File: config.mk
export PLATFORM = sky130hd
export DESIGN_NAME = timer_sequencer
export DESIGN_NICKNAME = d
export VERILOG_FILES = /design/src/rtl/timer_seq_pkg.sv /design/src/rtl/timer_seq_fifo.sv /design/src/rtl/timer_sequencer.sv
export SDC_FILE = /design/constraint.sdc
export NUM_CORES = 1
export LEC_CHECK = 0
export CAP_MARGIN = 20
export CORE_MARGIN = 2
export CORE_UTILIZATION = 57
export CTS_BUF_LIST = sky130_fd_sc_hd__clkbuf_2
export CTS_CLUSTER_SIZE = 10
export DETAILED_ROUTE_END_ITERATION = 10
export PLACE_DENSITY = 0.8
export SLEW_MARGIN = 20
export SYNTH_ARGS = -nofsm -noshare
export SYNTH_HDL_FRONTEND = slang
export SYNTH_HIERARCHICAL = 1
export SYNTH_SLANG_ARGS = --single-unit
File: constraint.sdc
create_clock -name clk -period 2.8 [get_ports clk]
set_input_delay 0.56 -clock clk [delete_from_list [all_inputs] [get_ports clk]]
set_output_delay 0.56 -clock clk [all_outputs]
set_load 0.02 [all_outputs]
File: src/rtl/timer_seq_pkg.sv
`default_nettype none
// ============================================================================
//  Module      : timer_seq_pkg
//  Description : Shared types and default sizes for the timer sequencer.
//  Revision    : 1.0 - initial release
// ============================================================================
package timer_seq_pkg;

    localparam int c_DW    = 10;  // interval width, matches timer data
    localparam int c_DEPTH = 4;   // interval FIFO entries
    localparam int c_CW    = 8;   // expiry counter width

    typedef enum logic [1:0] {
        ST_IDLE = 2'd0,
        ST_LOAD = 2'd1,
        ST_WAIT = 2'd2
    } state_t;

endpackage
`default_nettype wire

File: src/rtl/timer_seq_fifo.sv
`default_nettype none
// ============================================================================
//  Module      : timer_seq_fifo
//  Description : Synchronous interval FIFO with count-based full/empty and a
//                synchronous flush. Read data is the current head (no bypass).
//  Revision    : 1.0 - initial release
// ============================================================================
module timer_seq_fifo
    import timer_seq_pkg::*;
#(
    parameter int DW    = c_DW,
    parameter int DEPTH = c_DEPTH
) (
    input  logic          clk,
    input  logic          areset_n,
    input  logic          flush,
    input  logic          push,
    input  logic          pop,
    input  logic [DW-1:0] wdata,
    output logic [DW-1:0] rdata,
    output logic          full,
    output logic          empty
);

    localparam int c_AW = (DEPTH > 1) ? $clog2(DEPTH) : 1;
    localparam logic [c_AW:0] c_FULL = (c_AW + 1)'(DEPTH);

    logic [DW-1:0]   r_mem [DEPTH];
    logic [c_AW-1:0] r_wr_ptr;
    logic [c_AW-1:0] r_rd_ptr;
    logic [c_AW:0]   r_count;
    logic            w_push;
    logic            w_pop;

    assign w_push = push && !full;
    assign w_pop  = pop && !empty;
    assign full   = (r_count == c_FULL);
    assign empty  = (r_count == '0);
    assign rdata  = r_mem[r_rd_ptr];

    // Pointer and occupancy tracking; flush wins over push and pop.
    always_ff @(posedge clk or negedge areset_n) begin
        if (!areset_n) begin
            r_wr_ptr <= '0;
            r_rd_ptr <= '0;
            r_count  <= '0;
        end else if (flush) begin
            r_wr_ptr <= '0;
            r_rd_ptr <= '0;
            r_count  <= '0;
        end else begin
            if (w_push) begin
                r_wr_ptr <= r_wr_ptr + 1'b1;
            end
            if (w_pop) begin
                r_rd_ptr <= r_rd_ptr + 1'b1;
            end
            r_count <= r_count + {{c_AW{1'b0}}, w_push} - {{c_AW{1'b0}}, w_pop};
        end
    end

    // Storage write; a push coincident with a flush is dropped.
    always_ff @(posedge clk) begin
        if (w_push && !flush) begin
            r_mem[r_wr_ptr] <= wdata;
        end
    end

endmodule
`default_nettype wire

File: src/rtl/timer_sequencer.sv
`default_nettype none
// ============================================================================
//  Module      : timer_sequencer
//  Description : Queues interval values, loads them into the down-counting
//                timer one at a time, and reports/counts each expiry.
//  Revision    : 1.0 - initial release
// ============================================================================
module timer_sequencer
    import timer_seq_pkg::*;
#(
    parameter int DW    = c_DW,
    parameter int DEPTH = c_DEPTH,
    parameter int CW    = c_CW
) (
    input  logic          clk,
    input  logic          areset_n,
    input  logic          in_valid,
    output logic          in_ready,
    input  logic [DW-1:0] in_data,
    input  logic          repeat_en,
    input  logic          abort,
    output logic          load,
    output logic [DW-1:0] data,
    input  logic          tc,
    output logic          busy,
    output logic          done,
    output logic [CW-1:0] done_count
);

    state_t        r_state;
    state_t        w_next_state;
    logic          w_pop;
    logic          w_expire;
    logic          w_load_nxt;
    logic          w_busy_nxt;
    logic          w_full;
    logic          w_empty;
    logic [DW-1:0] w_head;

    logic          r_load;
    logic [DW-1:0] r_data;
    logic          r_busy;
    logic          r_done;
    logic [CW-1:0] r_done_count;

    timer_seq_fifo #(
        .DW    (DW),
        .DEPTH (DEPTH)
    ) u_fifo (
        .clk      (clk),
        .areset_n (areset_n),
        .flush    (abort),
        .push     (in_valid),
        .pop      (w_pop),
        .wdata    (in_data),
        .rdata    (w_head),
        .full     (w_full),
        .empty    (w_empty)
    );

    assign in_ready   = !w_full;
    assign load       = r_load;
    assign data       = r_data;
    assign busy       = r_busy;
    assign done       = r_done;
    assign done_count = r_done_count;

    // State register.
    always_ff @(posedge clk or negedge areset_n) begin
        if (!areset_n) begin
            r_state <= ST_IDLE;
        end else begin
            r_state <= w_next_state;
        end
    end

    // Next-state and pop decision; abort overrides every transition.
    always_comb begin
        w_next_state = r_state;
        w_pop        = 1'b0;
        w_expire     = 1'b0;
        case (r_state)
            ST_IDLE: begin
                if (!w_empty) begin
                    w_pop        = 1'b1;
                    w_next_state = ST_LOAD;
                end
            end
            ST_LOAD: begin
                // tc still reflects the previous interval here
                w_next_state = ST_WAIT;
            end
            ST_WAIT: begin
                if (tc) begin
                    w_expire = 1'b1;
                    if (!w_empty) begin
                        w_pop        = 1'b1;
                        w_next_state = ST_LOAD;
                    end else if (repeat_en) begin
                        w_next_state = ST_LOAD;
                    end else begin
                        w_next_state = ST_IDLE;
                    end
                end
            end
            default: begin
                w_next_state = ST_IDLE;
            end
        endcase
        if (abort) begin
            w_next_state = ST_IDLE;
            w_pop        = 1'b0;
            w_expire     = 1'b0;
        end
    end

    // Output decode from the upcoming state so outputs register alongside it.
    always_comb begin
        w_load_nxt = (w_next_state == ST_LOAD);
        w_busy_nxt = (w_next_state != ST_IDLE);
    end

    // Registered outputs: load/busy, interval data, expiry pulse and counter.
    always_ff @(posedge clk or negedge areset_n) begin
        if (!areset_n) begin
            r_load       <= 1'b0;
            r_busy       <= 1'b0;
            r_data       <= '0;
            r_done       <= 1'b0;
            r_done_count <= '0;
        end else begin
            r_load <= w_load_nxt;
            r_busy <= w_busy_nxt;
            r_done <= w_expire;
            if (w_pop) begin
                r_data <= w_head;
            end
            if (w_expire) begin
                r_done_count <= r_done_count + 1'b1;
            end
        end
    end

endmodule
`default_nettype wire

==> results.txt, run 1 <==
Clock latency on the worst-skew pair, taken at its later pin, is 0.47 ns. Measured against its own limit, the worst slew margin works out to 56.9%. The number of I/O port buffers came out at 37.

The die covers 5650 sq um. The arrival time at the worst endpoint came out at 1.94 ns. For this run, the detailed router's first-pass iteration total came to 4. The count of antenna-violating nets left after detailed routing is 0. The count of pins over their slew limit is 0. The post-place instance area is 3360 sq um. The count of unresolved DRC violations after routing came out at 0. The number of storage elements in the synthesis netlist came out at 70. The finished cells cover 3500 sq um. In this run the worst path has a maximum fanout of 5.

The share of layout cells above drive strength 1 came out at 12.1%. The vias after detailed routing came out at 1558. The clock tree synthesis step divided the H-tree into 3 levels. Global routing used 18.9% of the available tracks.

At the end of the flow, the number of nets in the layout was 242. The number of buffers inserted during clock tree synthesis is 9. The number of enable flip-flop cells after synthesis is 40. Setup repair after global routing left no endpoint under its margin. The maximum buffer depth of the clock tree is 2. The CTS clock-pin slew for the worst setup and hold paths is 0.19 ns. The number of antenna violations at the first check in global routing is 0. Based on the critical path, the design can be clocked at up to 400 MHz. The minimum clock period after layout is 2.50 ns. The number of diodes came out at 0. The max-capacitance violation count came out at 0.

Of the total synthesized cell area, the portion taken by full adders, half adders and majority gates is 3.72%. The filler cells instantiated in the layout total 330. The post-synthesis instance area is 2890 sq um. The sequential share of power is 48.4%. The core utilization of the finished layout is 72.6%. The final clock skew came out at 0.0241 ns. Entering global routing, the biggest net connects 31 pins. Once the clock tree was built, the resizer swapped 0 gates to a different size. In the final routed layout, each cell accounts on average for 16.1 um. The synthesized-area fraction occupied by and/or/nand/nor cells came out at 7.67%. After synthesis, the largest family of logic cells by area is multiplexers. The share of the yosys chip area belonging to registers is 67.6%.

The starting density of the core is 60.0%. The share of total power dissipated in the clock network is 21.3%. The final hold violation count came out at 0.

The async set-reset flop share out of synthesis came out at 42.9%. The width of the die is 75.2 um. The final global-route overflow total came out at 0. The worst stage delay on the critical path is 0.54 ns.

The worst hold path belongs to the class in -> async. The count of distinct cell types in the synthesized netlist came out at 36. Walking the worst path, the cells encountered are nor3b_2, inv_1, clkdlybuf4s50_1. The congestion estimate from routability-driven global placement came to 0.845. The post-DP HPWL is 3190 um. The critical path is of the reg -> out type. The chip height came out at 75.2 um. The final setup violation count came out at 0. The number of DRC markers after the initial detailed-route iteration is 69.

The transition at the pin with the smallest max-transition slack is 0.647 ns. After technology mapping, the gate count stands at 168. The worst setup path is launched from a flip-flop. For this design the static power due to leakage is 1.40 nW. The worst path uses 89.3% of the clock period. From synthesis to final layout, the design area changed by 21.0%. The switching power summed over all nets came out at 901 uW. Hold repair after CTS inserted 0 buffers. Dividing the detail-routed via count by the number of cells gives 5.37. The largest individual stage delay along the critical path comes from the cell sky130_fd_sc_hd__clkdlybuf4s50_1. Of the total synthesized cell area, the portion taken by XOR and XNOR cells is 3.03%. Of the total power, combinational logic draws 30.3%.

The worst path required time is 2.24 ns. The complex-gate fraction of the synthesized area came out at 2.04%. The sum of routed wire length over all layers is 4680 um.

The run finished with clean final reports. The clock tree root buffer cell is sky130_fd_sc_hd__clkbuf_2. The portion of netlist area occupied by mux cells came out at 13.7%. The CTS tree is built. The category of the worst setup path capture point is an output pin. CTS saw 70 sinks.

IR analysis of the VDD net gives a maximum drop of 0.000606 V. The most instantiated flip-flop cell in the synthesis netlist is sky130_fd_sc_hd__edfxtp_1. The biggest area contributor in the post-synthesis netlist is sky130_fd_sc_hd__edfxtp_1. The number of cell rows came out at 25.

The net count of the mapped netlist is 192. 38 I/O pins were placed. The synthesized design devotes to its leading area cell type 41.6% of total area. The number of buffer and inverter instances along the worst setup path is 2.

The average instance area after synthesis came out at 17.2 sq um. After synthesis, the cell types taking the most area are sky130_fd_sc_hd__edfxtp_1 42%, sky130_fd_sc_hd__dfrtp_1 26%, sky130_fd_sc_hd__mux4_1 9.1%, sky130_fd_sc_hd__mux2_1 3.9%, sky130_fd_sc_hd__ha_1 3.0%. The family with the most delay on the worst path is buffers and inverters. During synthesis, Yosys emitted a total of 6 warnings. The number of global-route vias before repair is 1561.

The post-CTS setup-driven buffer insertion count came out at 0. The design internal power came out at 2.03 mW. The wire length of the first global-routing pass came out at 7550 um.

The core footprint is 4820 sq um. The switching power share of the total came out at 30.8%. The power density of the placed cells came out at 837 nW/um^2.
## registers in the layout, indices dropped and copies added (netlist names)
| name | count |
|---|---|
| u_fifo/r_mem | 40 |
| data | 10 |
| done_count | 8 |
| u_fifo/r_count | 3 |
| r_state | 2 |
| u_fifo/r_rd_ptr | 2 |
| u_fifo/r_wr_ptr | 2 |
| busy | 1 |
| done | 1 |
| load | 1 |
## cells in the final DEF, fill, tap and decap left out, drive strengths merged
cell type | synthesis | routed
a2111oi | 2 | 2
a21oi | 2 | 2
and2 | 4 | 4
and2b | 1 | 1
buf | 4 | 7
bufinv | 0 | 2
clkbuf | 1 | 9
clkdlybuf4s50 | 0 | 37
clkinv | 0 | 4
clkinvlp | 0 | 1
dfrtp | 30 | 30
edfxtp | 40 | 40
fa | 1 | 1
ha | 7 | 7
inv | 9 | 9
mux2 | 10 | 10
mux2i | 2 | 2
mux4 | 10 | 10
nand2 | 8 | 8
nand2b | 2 | 2
nand3 | 2 | 2
nand4 | 1 | 1
nand4bb | 1 | 1
nor2 | 7 | 7
nor2b | 1 | 1
nor3 | 4 | 4
nor3b | 1 | 1
nor4 | 2 | 2
o21ai | 2 | 2
o21bai | 1 | 1
o31ai | 1 | 1
or3 | 2 | 2
xnor2 | 4 | 4
xor2 | 6 | 6
## Yosys cell counts (2+ instances only)
master,n
sky130_fd_sc_hd__nor3_1,4
sky130_fd_sc_hd__and2_1,4
sky130_fd_sc_hd__o21ai_0,2
sky130_fd_sc_hd__a21oi_1,2
sky130_fd_sc_hd__or3_1,2
sky130_fd_sc_hd__nor2_1,7
sky130_fd_sc_hd__nand2b_1,2
sky130_fd_sc_hd__xor2_1,6
sky130_fd_sc_hd__ha_1,7
sky130_fd_sc_hd__edfxtp_1,40
sky130_fd_sc_hd__mux2i_1,2
sky130_fd_sc_hd__buf_2,2
sky130_fd_sc_hd__inv_1,8
sky130_fd_sc_hd__nand3_1,2
sky130_fd_sc_hd__dfrtp_1,30
sky130_fd_sc_hd__mux2_1,10
sky130_fd_sc_hd__xnor2_1,4
sky130_fd_sc_hd__mux4_1,10
sky130_fd_sc_hd__nand2_1,7
## layout make-up
class                           instances  area [sq um]  share of cell area, %
Sequential cell                        70          1950                   55.8
Multi-Input combinational cell         84           871                   24.9
Timing Repair Buffer                   44           423                   12.1
Clock inverter                          7          88.8                   2.54
Tap cell                               67          83.8                   2.40
Clock buffer                            9          45.0                   1.29
Inverter                                9          33.8                  0.966
## through the flow
stage          setup TNS, ns  hold WS [ns]  power [mW]  cells  setup slack [ns]
3_5_place_dp         -0.0882         0.479        2.33    274           -0.0882
6_report                   0         0.452        2.93    290             0.298
5_1_grt                    0         0.422        3.10    290             0.183
4_1_cts                    0         0.418        2.96    290             0.254
2_1_floorplan              0         0.264        1.94    168             0.266
3_3_place_gp               0         0.459        2.28    274            0.0580
## final timing paths
| path | start | endpoint | slack [ns] | cells after the start |
|---|---|---|---|---|
| worst max-delay path | u_fifo/r_count[1]$_DFF_PN0_ | in_ready | 0.30 | 3 |
| worst min-delay path | areset_n | r_state[1]$_DFF_PN0_ | 0.45 | 2 |
| worst max register to register | u_fifo/r_count[1]$_DFF_PN0_ | u_fifo/r_count[2]$_DFF_PN0_ | 0.40 | 11 |
| worst min register to register | done_count[7]$_DFFE_PN0P_ | done_count[7]$_DFFE_PN0P_ | 0.50 | 1 |
| max in group asynchronous | areset_n | data[0]$_DFFE_PN0P_ | 2.04 | 2 |
| min in group clk | done_count[7]$_DFFE_PN0P_ | done_count[7]$_DFFE_PN0P_ | 0.50 | 1 |
## metal layers
| layer | routed length [um] | global-route usage [%] | vias to the layer above |
|---|---|---|---|
| met1 | 1870 | 22.6 | 780 |
| met4 | 70 | 9.94 | 0 |
| met3 | 170 | 4.28 | 6 |
| li1 | - | - | 735 |
| met2 | 2570 | 32.3 | 37 |
| met5 | 0 | 0 | - |
## logic make-up (layout without fill, tap and decap cells)
group | Yosys count | after routing
AOI/OAI and AO/OA | 8 | 8
xor gates and xnor gates | 10 | 10
adders and majority gates | 8 | 8
buffers and inverters | 14 | 69
DFF | 70 | 70
muxes | 22 | 22
and+or+nand+nor | 36 | 36
## power by group through the flow
stage	clock network [mW]	registers [mW]	logic [mW]
floorplan	0	1.52	0.420
detailed placement	0	1.44	0.891
CTS	0.647	1.42	0.894
global placement	0	1.43	0.853
finish	0.624	1.42	0.885
global route	0.691	1.45	0.963
Power figures use the tool's default switching activity.
==> inputs of run 2 (changes only) <==
SKIP_LAST_GASP = 1   (was not set)
==> results of run 2 <==
No change in the layout: final DEF, timing and power equal those of run 1.
